==> config.mk <==
export PLATFORM = sky130hd
export DESIGN_NAME = key_led_ctrl
export DESIGN_NICKNAME = d
export VERILOG_FILES = /design/src/rtl/key_led_pkg.sv /design/src/rtl/key_debounce.sv /design/src/rtl/key_led_ctrl.sv
export SDC_FILE = /design/constraint.sdc
export NUM_CORES = 1
export LEC_CHECK = 0
export CORE_ASPECT_RATIO = 2
export CORE_UTILIZATION = 36
export CTS_BUF_LIST = sky130_fd_sc_hd__clkbuf_16
export DETAILED_ROUTE_END_ITERATION = 10
export DONT_BUFFER_PORTS = 1
export GPL_TIMING_DRIVEN = 0
export PLACE_DENSITY_LB_ADDON = 0.12
export RECOVER_POWER = 50
export SLEW_MARGIN = 20
export SYNTH_ARGS = -nofsm -noshare
export SYNTH_HDL_FRONTEND = slang
export SYNTH_SLANG_ARGS = --single-unit
export TNS_END_PERCENT = 1
==> constraint.sdc <==
create_clock -name sys_clk -period 2.3 [get_ports sys_clk]
set_input_delay 0.69 -clock sys_clk [delete_from_list [all_inputs] [get_ports sys_clk]]
set_output_delay 0.69 -clock sys_clk [all_outputs]
set_load 0.01 [all_outputs]
==> src/rtl/key_led_pkg.sv <==
// Shared constants for the key-driven LED pattern controller.
package key_led_pkg;

    localparam int unsigned MODE_W  = 2;
    localparam int unsigned SPEED_W = 2;
    localparam int unsigned N_KEY   = 2;

    localparam logic [MODE_W-1:0] MODE_OFF   = 2'd0;
    localparam logic [MODE_W-1:0] MODE_BLINK = 2'd1;
    localparam logic [MODE_W-1:0] MODE_ALT   = 2'd2;
    localparam logic [MODE_W-1:0] MODE_RUN   = 2'd3;

endpackage

==> src/rtl/key_debounce.sv <==
// Synchroniser, debounce filter and press-edge pulse for one active-low key.
// Ports:
//   sys_clk  - system clock
//   sys_rst  - synchronous active-high reset
//   key_raw  - raw active-low push-button, asynchronous to sys_clk
//   press    - one-cycle pulse on an accepted 1->0 (press) transition, registered
module key_debounce #(
    parameter int unsigned DEB_CNT = 1000000
) (
    input  logic sys_clk,
    input  logic sys_rst,
    input  logic key_raw,
    output logic press
);

    localparam int unsigned CNT_W = (DEB_CNT > 1) ? $clog2(DEB_CNT) : 1;

    logic             sync1;
    logic             sync2;
    logic             sync_prev;
    logic             key_state;
    logic [CNT_W-1:0] deb_cnt;
    logic             stable_diff_c;
    logic             accept_c;

    // Count only while the level differs from the accepted state and holds still.
    assign stable_diff_c = (sync2 != key_state) && (sync2 == sync_prev);
    assign accept_c      = stable_diff_c && (deb_cnt == CNT_W'(DEB_CNT - 1));

    always_ff @(posedge sys_clk) begin
        if (sys_rst) begin
            sync1     <= 1'b1;
            sync2     <= 1'b1;
            sync_prev <= 1'b1;
            key_state <= 1'b1;
            deb_cnt   <= '0;
            press     <= 1'b0;
        end else begin
            sync1     <= key_raw;
            sync2     <= sync1;
            sync_prev <= sync2;
            press     <= accept_c && !sync2;
            if (!stable_diff_c) begin
                deb_cnt <= '0;
            end else if (accept_c) begin
                deb_cnt   <= '0;
                key_state <= sync2;
            end else begin
                deb_cnt <= deb_cnt + CNT_W'(1);
            end
        end
    end

endmodule

==> src/rtl/key_led_ctrl.sv <==
// Key-driven LED pattern controller: key[0] steps the pattern mode, key[1]
// steps the pattern rate; patterns are OFF, BLINK, ALT and RUN.
// Ports:
//   sys_clk  - system clock
//   sys_rst  - synchronous active-high reset
//   key      - raw active-low push-buttons, key[0]=mode, key[1]=speed
//   led      - LED drive, 1 = on, registered
//   mode_o   - current pattern mode, registered
//   speed_o  - current speed index, registered
module key_led_ctrl
    import key_led_pkg::*;
#(
    parameter int unsigned N_LED    = 4,
    parameter int unsigned DEB_CNT  = 1000000,
    parameter int unsigned TICK_CNT = 25000000
) (
    input  logic               sys_clk,
    input  logic               sys_rst,
    input  logic [N_KEY-1:0]   key,
    output logic [N_LED-1:0]   led,
    output logic [MODE_W-1:0]  mode_o,
    output logic [SPEED_W-1:0] speed_o
);

    localparam int unsigned TICK_W = $clog2(TICK_CNT);
    localparam int unsigned IDX_W  = $clog2(N_LED);

    logic [N_KEY-1:0]   press;
    logic [TICK_W-1:0]  tick_cnt;
    logic               flag;
    logic [IDX_W-1:0]   run_idx;
    logic [TICK_W-1:0]  period_last_c;
    logic               tick_c;

    logic [MODE_W-1:0]  mode_n;
    logic [SPEED_W-1:0] speed_n;
    logic [TICK_W-1:0]  tick_n;
    logic               flag_n;
    logic [IDX_W-1:0]   idx_n;
    logic [N_LED-1:0]   led_n;

    // One debounce channel per key.
    for (genvar g = 0; g < int'(N_KEY); g++) begin : g_key
        key_debounce #(
            .DEB_CNT (DEB_CNT)
        ) u_deb (
            .sys_clk (sys_clk),
            .sys_rst (sys_rst),
            .key_raw (key[g]),
            .press   (press[g])
        );
    end

    // Step period halves with each speed index.
    assign period_last_c = TICK_W'((TICK_CNT >> speed_o) - 1);
    assign tick_c        = (tick_cnt == period_last_c);

    // Next-state for mode/speed/tick state and LED decode of the current state.
    always_comb begin
        mode_n  = mode_o;
        speed_n = speed_o;
        tick_n  = tick_cnt + TICK_W'(1);
        flag_n  = flag;
        idx_n   = run_idx;
        led_n   = '0;

        if (press[0]) mode_n  = mode_o + MODE_W'(1);
        if (press[1]) speed_n = speed_o + SPEED_W'(1);

        // A mode or speed change restarts the pattern and wins over a tick.
        if (|press) begin
            tick_n = '0;
            flag_n = 1'b0;
            idx_n  = '0;
        end else if (tick_c) begin
            tick_n = '0;
            flag_n = ~flag;
            idx_n  = (run_idx == IDX_W'(N_LED - 1)) ? '0 : run_idx + IDX_W'(1);
        end

        case (mode_o)
            MODE_BLINK: led_n = {N_LED{flag}};
            MODE_ALT: begin
                for (int i = 0; i < int'(N_LED); i++) begin
                    led_n[i] = ((i % 2) == 0) ? flag : ~flag;
                end
            end
            MODE_RUN: led_n = N_LED'(1) << run_idx;
            default:  led_n = '0;
        endcase
    end

    always_ff @(posedge sys_clk) begin
        if (sys_rst) begin
            mode_o   <= MODE_OFF;
            speed_o  <= '0;
            tick_cnt <= '0;
            flag     <= 1'b0;
            run_idx  <= '0;
            led      <= '0;
        end else begin
            mode_o   <= mode_n;
            speed_o  <= speed_n;
            tick_cnt <= tick_n;
            flag     <= flag_n;
            run_idx  <= idx_n;
            led      <= led_n;
        end
    end

endmodule

# Yosys cells after proc, flatten, opt, wreduce, memory -nomap -nowiden

Cells that the tools add are included.

Bits in registers: 86

Equality and inequality tests: 11
Multiplexer cells: 2
Bitwise gates (word level): 3
Reductions and logical operators: 14
Add/sub/neg operators: 7
Shift operators: 2

Operator list:

| cell                  | count |
|---|---|
| $add 20x1->20 const B | 2 |
| $eq 20x20->1 const B  | 2 |
| $add 25x1->25 const B | 1 |
| $eq 25x25->1          | 1 |
| $shr 25x2->25 const A | 1 |
| $sub 25x1->25 const B | 1 |
| $pmux 4 s3            | 1 |
| $reduce_or 3->1       | 3 |
| $add 2x1->2 const B   | 3 |
| $eq 2x2->1 const B    | 3 |
| $logic_and 1x1->1     | 6 |
| $reduce_and 2->1      | 2 |
| $reduce_or 4->1       | 1 |
| $shl 1x2->4 const A   | 1 |
| $not 1->1             | 3 |
| $eq 1x1->1            | 2 |
| $eq 2x1->1 const B    | 1 |
| $logic_not 1->1       | 2 |
| $mux 2                | 1 |
| $ne 1x1->1            | 2 |

# Depth between registers and ports, before layout

Gate-level depths: netlist of the first run.

Depth after elaboration: 4
Gate-level depth with buffers: 11
Gate-level depth less buffers: 9

# Cells and area by module

From an unflattened synthesis of the first run, not the netlist that was laid out.

Cells, all modules: 459
Area, all modules: 4331.7 um^2

By module, submodules not included:

| module       | cells an instance | times used | area an instance (um^2) |
|---|---|---|---|
| key_debounce | 119               | 2          | 1109.8 |
| key_led_ctrl | 221               | 1          | 2112.0 |

# Worst setup path before layout of the first run

Ideal clock, no wire load.

Kind: flip-flop to flip-flop
Start: register speed_o[0]
End: register run_idx[0]
Stages on the path, launching flop included: 8
Period minus slack after synthesis: 2.596 ns
Buffers on the path: 0
Data arrival time: 2.525 ns
Slack: -0.296 ns
Cells stage by stage: dfxtp_1 inv_1 ha_1 or2_1 or4_1 a21bo_2 or4b_1 a21oi_1

Longest elaborated chain between the ends: 3

RTL lines:

| element                  | line                | text |
|---|---|---|
| start: declaration       | key_led_ctrl.sv:22  | `output logic [SPEED_W-1:0] speed_o` |
| start signal: assignment | key_led_ctrl.sv:103 | `speed_o <= speed_n;` |
| $shr 25x2->25            | key_led_ctrl.sv:55  | `assign period_last_c = TICK_W'((TICK_CNT >> speed_o) - 1);` |
| $sub 25x1->25            | key_led_ctrl.sv:55  |  |
| $eq 25x25->1             | key_led_ctrl.sv:56  | `assign tick_c = (tick_cnt == period_last_c);` |
| end signal: assignment   | key_led_ctrl.sv:106 | `run_idx <= idx_n;` |
| end: declaration         | key_led_ctrl.sv:31  | `logic [IDX_W-1:0] run_idx;` |

No other way between the ends.
A chain may end at the register's enable or synchronous reset.

# Worst setup path after layout of the first run

Ends and elaborated chain as after synthesis.

==> impl_metrics.json, run 1 <==
{
  "dp_hpwl_um": 6680,
  "via_per_inst": 5.11,
  "gp_congestion": 0.787,
  "die_x_um": 77.2,
  "drt_pass1_iterations": 4,
  "antenna_found_initial": 0,
  "synth-main-ff-cell": "dfxtp_1",
  "critPathLaunchType": "register",
  "final_cells": 619,
  "die-area_um2": 11700,
  "maxCapViolations": 0,
  "p_leak_nw": 1.50,
  "die_h_um": 152,
  "post_synth_instance_area_um2": 4070,
  "drt_iter0_drc": 93,
  "max_flop_register": "g_key.u_deb.deb_cnt",
  "clock_path_buffers": 2,
  "crit_type": "reg2reg",
  "violations": "negative setup slack",
  "vias": 3161,
  "p_switching_w": 0.000606,
  "clk_pin_slew_worst_paths_ns": 0.06,
  "yosys.area.top_type_share_pct": 42.3,
  "synth_warnings": 0,
  "place.port_buffers": 0,
  "fin_crit_sh_pct": 111,
  "cts_root_buf": "clkbuf_16",
  "grt_pass1_wl_um": 15100,
  "row_count": 54,
  "clk_latency_ns": 0.34,
  "drc": 0,
  "n_antenna_cell": 0,
  "rsz0062_at_grt": "true",
  "area_growth_pct": 15.6,
  "start_util_pct": 37.2,
  "grtUsageTotal_pct": 16.5,
  "postCtsHoldBufs": 0,
  "clock-skew-final_ns": 0.00958,
  "syn_inst": 454,
  "synthesis.nets": 478,
  "slew_viol_final": 0,
  "end_kind": "register",
  "cts_tree": "yes",
  "ir_drop_mv": 0.366,
  "largest_register_ff_count": 40,
  "drive_gt1_share_pct": 11.9,
  "final_util_pct": 43.0,
  "r2r_cells": 8,
  "cellPowerDensity_nw_per_um2": 603,
  "timing.final.crit_period_ns": 2.55,
  "critPathMaxFanout": 7,
  "numCtsBuffers": 9,
  "nNetsFinal": 498,
  "run_status": "complete, but fails checks",
  "grt_pass1_vias": 3184,
  "max_slew_margin_pct": 34.3,
  "whs_path_depth": 1,
  "pwr-share-clk_pct": 46.1,
  "final_cell_mix": "dfxtp_1, nor2_1, xnor2_1, xor2_1, nor3_1",
  "htreeDepth": 3,
  "grt_max_degree": 15,
  "cp.required_ns": 2.57,
  "fmax_ghz": 0.392,
  "worstPathArrival_ns": 2.82,
  "cts.sinks": 86,
  "core_um2": 10900,
  "hold_viol_final": 0,
  "synth_area_leader_cell": "dfxtp_1",
  "p_total_w": 0.00283,
  "setup_violations": 28,
  "largestRegisters": "g_key.u_deb.deb_cnt (40), tick_cnt (25), led (4)",
  "grt_overflow": 0,
  "pin_count": 12,
  "avgRoutedWirePerCell_um": 14.7,
  "place_ws_ns": -0.473,
  "share_comb_of_total_power_pct": 1.0,
  "layout_commonest_cell": "dfxtp_1",
  "finalWirelength_um": 9080,
  "synth-seq-cells": 86,
  "synth.distinct_cells": 45,
  "fill_cells": 1114,
  "sw_frac_of_total_pct": 21.4,
  "ys_seq_area_share_pct": 42.3,
  "pwr-share-seq_pct": 53.0,
  "worst_pin_slew_ns": 0.977,
  "synth_edf_count": 0,
  "drtAntennaViolNets": 0,
  "synth.area.top_cells": "dfxtp_1, xnor2_1, xor2_1, ha_1, nor2_1",
  "hp-class": "reg2reg",
  "dp_cells": 594,
  "synthArstFlopShare_pct": 0,
  "p_int_w": 0.00223,
  "avgSynthCellArea_um2": 8.96,
  "finalWorstSetupSlack_ns": -0.252
}
## per-stage QoR
step	instance area [µm²]	hold WS [ns]	TNS (ns)
after floorplan	4100	0.389	-0.743
after global placement	4270	0.393	-8.82
after detailed placement	4270	0.396	-10.55
after CTS	4680	0.411	-4.27
after global routing	4700	0.421	-7.63
final	4700	0.407	-4.67
## per-layer routing
metal  up-vias  wire, µm  global-route usage [%]
met5         -         0                       0
met4         0       437                    10.7
met3        28       194                    3.77
met2        38      5160                    31.2
met1      1498      3290                    15.4
li1       1597         -                       -
## cell type report
| type | instances | area, µm² | share of cell area, % |
|---|---|---|---|
| multi-input combinational | 338 | 2290 | 48.7 |
| sequential | 86 | 1730 | 36.8 |
| clock buffer | 9 | 225 | 4.79 |
| tap | 140 | 175 | 3.73 |
| timing repair buffer | 9 | 83.8 | 1.78 |
| buffer | 12 | 81.3 | 1.73 |
| inverter | 18 | 75.1 | 1.60 |
| clock inverter | 7 | 40.0 | 0.852 |
## critical path, stage by stage, from the launching register on
cell and delay [ns]:
dfxtp_4 0.43, inv_6 0.06, ha_4 0.16, or4_1 0.46, a222oi_1 0.38, buf_4 0.18
nand4_1 0.13, or4b_4 0.53, a21oi_2 0.14
## cells in the mapped netlist (3+ instances only)
cell      count
o31ai_1       4
clkbuf_1      6
or4_1         4
ha_1         20
nand2b_1      3
nor3_1       32
o21ai_0       3
or3_1         4
inv_1        18
and3_1        7
a21oi_1      12
or3b_2        3
nand3b_1      4
nand4b_1      3
xnor2_1      34
nand4_1      15
and2_1        3
nand2_1      27
nor4_1        9
mux2i_1       4
dfxtp_1      86
xor2_1       33
buf_2         5
nand3_1      21
or2_2         8
nor2_1       62
## power by group through the flow
| stage | combinational, W | clock [W] | sequential, W |
|---|---|---|---|
| after detailed placement | 0.0000280 | 0 | 0.00153 |
| after global placement | 0.0000274 | 0 | 0.00153 |
| final | 0.0000278 | 0.00131 | 0.00150 |
| after CTS | 0.0000281 | 0.00136 | 0.00150 |
| after floorplan | 0.0000210 | 0 | 0.00153 |
| after global routing | 0.0000310 | 0.00143 | 0.00150 |
## final timing paths
check / slack (ns) / endpoint / startpoint
min: 0.41 / g_key[1].u_deb.sync2$_SDFF_PP1_ / g_key[1].u_deb.sync1$_SDFF_PP1_
max reg2reg: -0.25 / run_idx[0]$_SDFFE_PP0N_ / speed_o[0]$_SDFFE_PP0P_
min reg2reg: 0.41 / g_key[1].u_deb.sync2$_SDFF_PP1_ / g_key[1].u_deb.sync1$_SDFF_PP1_
max: -0.25 / run_idx[0]$_SDFFE_PP0N_ / speed_o[0]$_SDFFE_PP0P_
## kinds of logic (layout without fill, tap and decap cells)
kind of cell | after synthesis | in the layout | share of synthesized area [%]
XOR/XNOR | 67 | 67 | 14.4
buffers and inverters | 30 | 55 | 2.92
AND/OR/NAND/NOR | 221 | 221 | 28.6
multiplexers | 4 | 4 | 0.985
AO/OA/AOI/OAI | 26 | 26 | 4.62
adder cells (fa/ha/maj) | 20 | 20 | 6.15
flip-flops | 86 | 86 | 42.3
## timing repair
action,in CTS,in global routing
setup buffers,8,0
gates cloned,1,0
endpoints found under the setup margin,28,28
gates resized for setup,16,5
pin swaps,4,1
Note: power is estimated with default switching activity, not from simulation.
==> inputs of run 2 (changes only) <==
Settings changed: PLACE_DENSITY_LB_ADDON 0.12 to 0.05.
==> impl_metrics.json, run 2 (synthesis results as in run 1) <==
{
  "crit_path_start": "speed_o[1]$_SDFFE_PP0P_",
  "die_h_um": 152,
  "slew_viol_final": 0,
  "p_total_w": 0.00291,
  "clk_latency_ns": 0.34,
  "clk_pin_slew_worst_paths_ns": 0.07,
  "clock-skew-final_ns": 0.00846,
  "layout_commonest_cell": "dfxtp_1",
  "r2r_cells": 7,
  "antenna_found_initial": 0,
  "dp_hpwl_um": 6770,
  "gp_congestion": 0.766,
  "clock_path_buffers": 2,
  "grt_pass1_wl_um": 15000,
  "cts_tree": "yes",
  "r2r_end": "run_idx[0]$_SDFFE_PP0N_",
  "final_area_um2": 4790,
  "worstPathArrival_ns": 2.81,
  "timing.rr.start": "speed_o[1]$_SDFFE_PP0P_",
  "fmax_ghz": 0.395,
  "timing.final.crit_period_ns": 2.53,
  "rsz0062_at_grt": "true",
  "finalWorstSetupSlack_ns": -0.230,
  "crit_end": "run_idx[0]$_SDFFE_PP0N_",
  "maxCapViolations": 0,
  "dp_cells": 594,
  "fin_crit_sh_pct": 110,
  "avgRoutedWirePerCell_um": 14.7,
  "grt_overflow": 0,
  "area_growth_pct": 17.7,
  "largest_register_ff_count": 40,
  "cts_root_buf": "clkbuf_16",
  "row_count": 54,
  "fill_cells": 1132,
  "drt_iter0_drc": 83,
  "drtAntennaViolNets": 0,
  "numCtsBuffers": 9,
  "htreeDepth": 3,
  "setup_violations": 28,
  "final_cells": 619,
  "critPathMaxFanout": 8,
  "grt_max_degree": 17,
  "drive_gt1_share_pct": 13.4,
  "grtUsageTotal_pct": 16.5,
  "n_antenna_cell": 0,
  "ir_drop_mv": 0.497,
  "regArea_um2": 1730,
  "drc": 0,
  "die_x_um": 77.2,
  "place.port_buffers": 0,
  "dpl_cell_area_um2": 4270,
  "via_per_inst": 5.08,
  "die-area_um2": 11700,
  "final_cell_mix": "dfxtp_1, nor2_1, xnor2_1, xor2_1, nor3_1",
  "grt_pass1_vias": 3124,
  "critPathLaunchType": "register",
  "hold_viol_final": 0,
  "max_slew_margin_pct": 41.3,
  "largestRegisters": "g_key.u_deb.deb_cnt (40), tick_cnt (25), led (4)",
  "crit_type": "reg2reg",
  "run_status": "complete, but fails checks",
  "p_leak_nw": 1.52,
  "drt_pass1_iterations": 4,
  "reg2reg_slack_ns": -0.23,
  "finalWirelength_um": 9090,
  "core_um2": 10900,
  "start_util_pct": 37.2,
  "pin_count": 12,
  "cts.sinks": 86,
  "multiInputGateArea_um2": 2350,
  "cellPowerDensity_nw_per_um2": 608,
  "cp.required_ns": 2.58,
  "postCtsHoldBufs": 0,
  "nNetsFinal": 498,
  "end_kind": "register",
  "vias": 3143,
  "max_flop_register": "g_key.u_deb.deb_cnt",
  "hp-class": "reg2reg",
  "worst_pin_slew_ns": 0.872,
  "violations": "negative setup slack"
}
[run 2: cell types whose count changed in the layout (fill, tap and decap cells not counted), sizes merged]
cell | previous run | this run
clkinv | 6 | 4
inv | 19 | 21
buf | 15 | 14
clkbuf | 15 | 16
[run 2: critical path, stage by stage (launching register included)]
cell and delay (ns):
dfxtp_4 0.47, inv_6 0.07, ha_4 0.18, or4_1 0.47, a222oi_1 0.39, nand4_1 0.24, or4b_4 0.53, a21oi_2 0.12
[run 2: worst min path at each step]
stage	start	to	slack, ns	cells after the start
after floorplan	g_key[0].u_deb.sync1$_SDFF_PP1_	g_key[0].u_deb.sync2$_SDFF_PP1_	0.39	1
after global placement	g_key[1].u_deb.sync1$_SDFF_PP1_	g_key[1].u_deb.sync2$_SDFF_PP1_	0.40	1
after detailed placement	g_key[0].u_deb.sync1$_SDFF_PP1_	g_key[0].u_deb.sync2$_SDFF_PP1_	0.39	1
after CTS	g_key[0].u_deb.sync1$_SDFF_PP1_	g_key[0].u_deb.sync2$_SDFF_PP1_	0.41	1
after global routing	g_key[0].u_deb.sync1$_SDFF_PP1_	g_key[0].u_deb.sync2$_SDFF_PP1_	0.42	1
final	g_key[0].u_deb.sync1$_SDFF_PP1_	g_key[0].u_deb.sync2$_SDFF_PP1_	0.41	1
[run 2: layout make-up]
class                           instances  area share [%]
Buffer                                 12            1.75
Clock buffer                            9            4.71
Clock inverter                          7            1.18
Inverter                               18            1.62
Multi-Input combinational cell        338            49.1
Sequential cell                        86            36.1
Tap cell                              140            3.66
Timing Repair Buffer                    9            1.83
[run 2: repair_timing]
item                       in CTS  in global routing
setup buffers                   6                  2
pin swaps                       4                  7
cloned                          1                  0
gates resized for setup        20                 13
setup endpoints to repair      28                 31
[run 2: per-stage QoR]
stage | hold slack [ns] | setup TNS (ns) | utilization [%] | worst slack [ns]
floorplan | 0.389 | -0.743 | - | -0.0374
global placement | 0.400 | -10.26 | 39.0 | -0.458
detailed placement | 0.394 | -10.28 | 39.0 | -0.473
CTS | 0.409 | -5.37 | 42.9 | -0.215
global route | 0.423 | -7.36 | 43.7 | -0.325
finish | 0.408 | -5.15 | 43.7 | -0.230
[run 2: power by group]
part           switching [W]  internal [W]  total (W)  leakage (nW)
registers         0.00000572       0.00149    0.00150         0.696
logic              0.0000167     0.0000104  0.0000271         0.684
clock network       0.000638      0.000746    0.00138         0.138
[run 2: metal layers]
layer / global-route usage (%) / wire (µm) / up-vias
met5: 0 / 0 / -
met4: 8.72 / 290 / 0
met3: 2.75 / 177 / 18
met2: 32.5 / 5300 / 38
met1: 15.6 / 3320 / 1491
li1: - / - / 1596
==> inputs of run 3 (changes only) <==
Settings changed: ABC_AREA set to 1, GPL_TIMING_DRIVEN 0 to 1.
==> impl_metrics.json, run 3 <==
{
  "largestRegisters": "g_key.u_deb.deb_cnt (40), tick_cnt (25), led (4)",
  "die_x_um": 83.4,
  "crit_type": "reg2reg",
  "fmax_ghz": 0.476,
  "clock-skew-final_ns": 0.0145,
  "yosysMostFrequentCell": "nand2_1",
  "pin_count": 12,
  "p_total_w": 0.00292,
  "crit_top_cell": "nand2_1",
  "postCtsSetupRepairBufs": 0,
  "vias": 4316,
  "cp_top_family": "simple AND/OR/NAND/NOR gates",
  "slew_viol_final": 0,
  "numCtsBuffers": 9,
  "clk_latency_ns": 0.34,
  "finalWirelength_um": 13000,
  "hold_viol_final": 0,
  "synth_common_cells": "nand2_1, nor2_1, inv_1, dfxtp_1, nand3_1",
  "critical_path_buf_inv_count": 2,
  "drtAntennaViolNets": 0,
  "synth-main-ff-cell": "dfxtp_1",
  "multiInputGateArea_um2": 2650,
  "dp_hpwl_um": 10200,
  "worstPathArrival_ns": 2.33,
  "final_cell_mix": "nand2_1, nor2_1, inv_1, dfxtp_1, nand3_1",
  "row_count": 59,
  "via_per_inst": 4.94,
  "fin_setup_tns_ns": 0,
  "grt_overflow": 0,
  "cpPeakStageDelay_ns": 0.40,
  "yosys.area.top_type_share_pct": 36.1,
  "synth_warnings": 0,
  "drt_pass1_iterations": 4,
  "post_synth_instance_area_um2": 4770,
  "p_leak_nw": 1.94,
  "fin_crit_sh_pct": 91.3,
  "synth_area_leader_cell": "dfxtp_1",
  "htreeDepth": 3,
  "layout_commonest_cell": "nand2_1",
  "cpMaxStageDelayCell": "dfxtp_1",
  "critPathLaunchType": "register",
  "cp_cell_sequence": "clkbuf_1 > ha_1 > nand2_1 > nor2_1 > nand3_1 > nand2_1 > nand2_1 > inv_1 > nand2_4 > nand2_8 > a21oi_1",
  "grt_max_degree": 26,
  "nNetsFinal": 740,
  "grtUsageTotal_pct": 19.6,
  "syn_inst": 706,
  "die-area_um2": 13700,
  "synth.distinct_cells": 36,
  "synth.area.top_cells": "dfxtp_1, nand2_1, nor2_1, inv_1, ha_1",
  "antenna_found_initial": 0,
  "critPathMaxFanout": 13,
  "largest_register_ff_count": 40,
  "rsz0062_at_grt": "false",
  "end_kind": "register",
  "cts_root_buf": "clkbuf_16",
  "maxCapViolations": 0,
  "worst_pin_slew_ns": 0.440,
  "regArea_um2": 1720,
  "n_antenna_cell": 0,
  "grt_pass1_vias": 4358,
  "cp.required_ns": 2.53,
  "max_slew_margin_pct": 70.7,
  "start_util_pct": 36.7,
  "cellPowerDensity_nw_per_um2": 557,
  "postCtsHoldBufs": 0,
  "ir_drop_mv": 0.356,
  "clk_pin_slew_worst_paths_ns": 0.07,
  "drc": 0,
  "ys_seq_area_share_pct": 36.1,
  "place.port_buffers": 0,
  "area_growth_pct": 9.81,
  "finalWorstSetupSlack_ns": 0.201,
  "fill_cells": 1392,
  "grt_pass1_wl_um": 20600,
  "cts_tree": "yes",
  "synthArstFlopShare_pct": 0,
  "avgRoutedWirePerCell_um": 14.9,
  "synthesis.nets": 730,
  "core_um2": 13000,
  "timing.final.crit_period_ns": 2.10,
  "gp_congestion": 0.978,
  "place_ws_ns": 0.129,
  "run_status": "complete, no violations",
  "die_h_um": 165,
  "clock_path_buffers": 2,
  "cts.sinks": 86,
  "avgSynthCellArea_um2": 6.75,
  "cts-resized-gates": 0,
  "max_flop_register": "g_key.u_deb.deb_cnt",
  "synth-seq-cells": 86,
  "drt_iter0_drc": 164,
  "hp-class": "reg2reg",
  "setup_violations": 0,
  "synth_edf_count": 0,
  "drive_gt1_share_pct": 7.77
}
-- run 3: cells by family after synthesis --
logic type                 after synthesis  synth area share [%]
buffers and inverters                  105                  8.95
muxes                                    1                 0.210
and+or+nand+nor                        421                  39.2
xor gates and xnor gates                27                  4.96
adders and majority gates               20                  5.25
AOI/OAI and AO/OA                       46                  5.33
DFF                                     86                  36.1
-- run 3: area by class of cell --
| type | count | share of cell area, % |
|---|---|---|
| Clock buffer | 9 | 4.30 |
| Clock inverter | 7 | 0.908 |
| Inverter | 97 | 6.95 |
| Multi-Input combinational cell | 516 | 50.6 |
| Sequential cell | 86 | 32.9 |
| Tap cell | 152 | 3.63 |
| Timing Repair Buffer | 6 | 0.741 |
-- run 3: final timing paths --
kind         slack, ns                               to  cells after the start                            start
max               0.20           tick_cnt[3]$_SDFF_PP0_                     11          speed_o[1]$_SDFFE_PP0P_
min reg2reg       0.41  g_key[0].u_deb.sync2$_SDFF_PP1_                      1  g_key[0].u_deb.sync1$_SDFF_PP1_
max reg2reg       0.20           tick_cnt[3]$_SDFF_PP0_                     11          speed_o[1]$_SDFFE_PP0P_
min               0.41  g_key[0].u_deb.sync2$_SDFF_PP1_                      1  g_key[0].u_deb.sync1$_SDFF_PP1_
-- run 3: metrics by stage --
step / instances / utilization (%) / area [µm²] / hold slack (ns)
final: 873 / 40.3 / 5240 / 0.408
after global routing: 873 / 40.3 / 5240 / 0.425
after CTS: 872 / 40.1 / 5210 / 0.409
after detailed placement: 856 / 38.0 / 4940 / 0.394
after global placement: 856 / 38.0 / 4940 / 0.400
after floorplan: 706 / - / 4770 / 0.389
-- run 3: worst register-to-register path, cell delays in order (launching register included) --
cell and delay (ns):
dfxtp_1 0.40, clkbuf_1 0.26, ha_1 0.31, nand2_1 0.11
nor2_1 0.14, nand3_1 0.10, nand2_1 0.10, nand2_1 0.06
inv_1 0.15, nand2_4 0.15, nand2_8 0.17, a21oi_1 0.06
-- run 3: routing by layer --
metal | track usage, % | up-vias | wire length, µm
met5 | 0 | - | 0
met4 | 16.8 | 0 | 1070
met3 | 2.90 | 50 | 324
met2 | 38.3 | 88 | 7160
met1 | 17.0 | 1942 | 4460
li1 | - | 2236 | -
-- run 3: power breakdown --
group          switching [W]  total (W)  internal (W)
registers         0.00000607    0.00150       0.00150
logic              0.0000318  0.0000462     0.0000144
clock network       0.000634    0.00137      0.000734
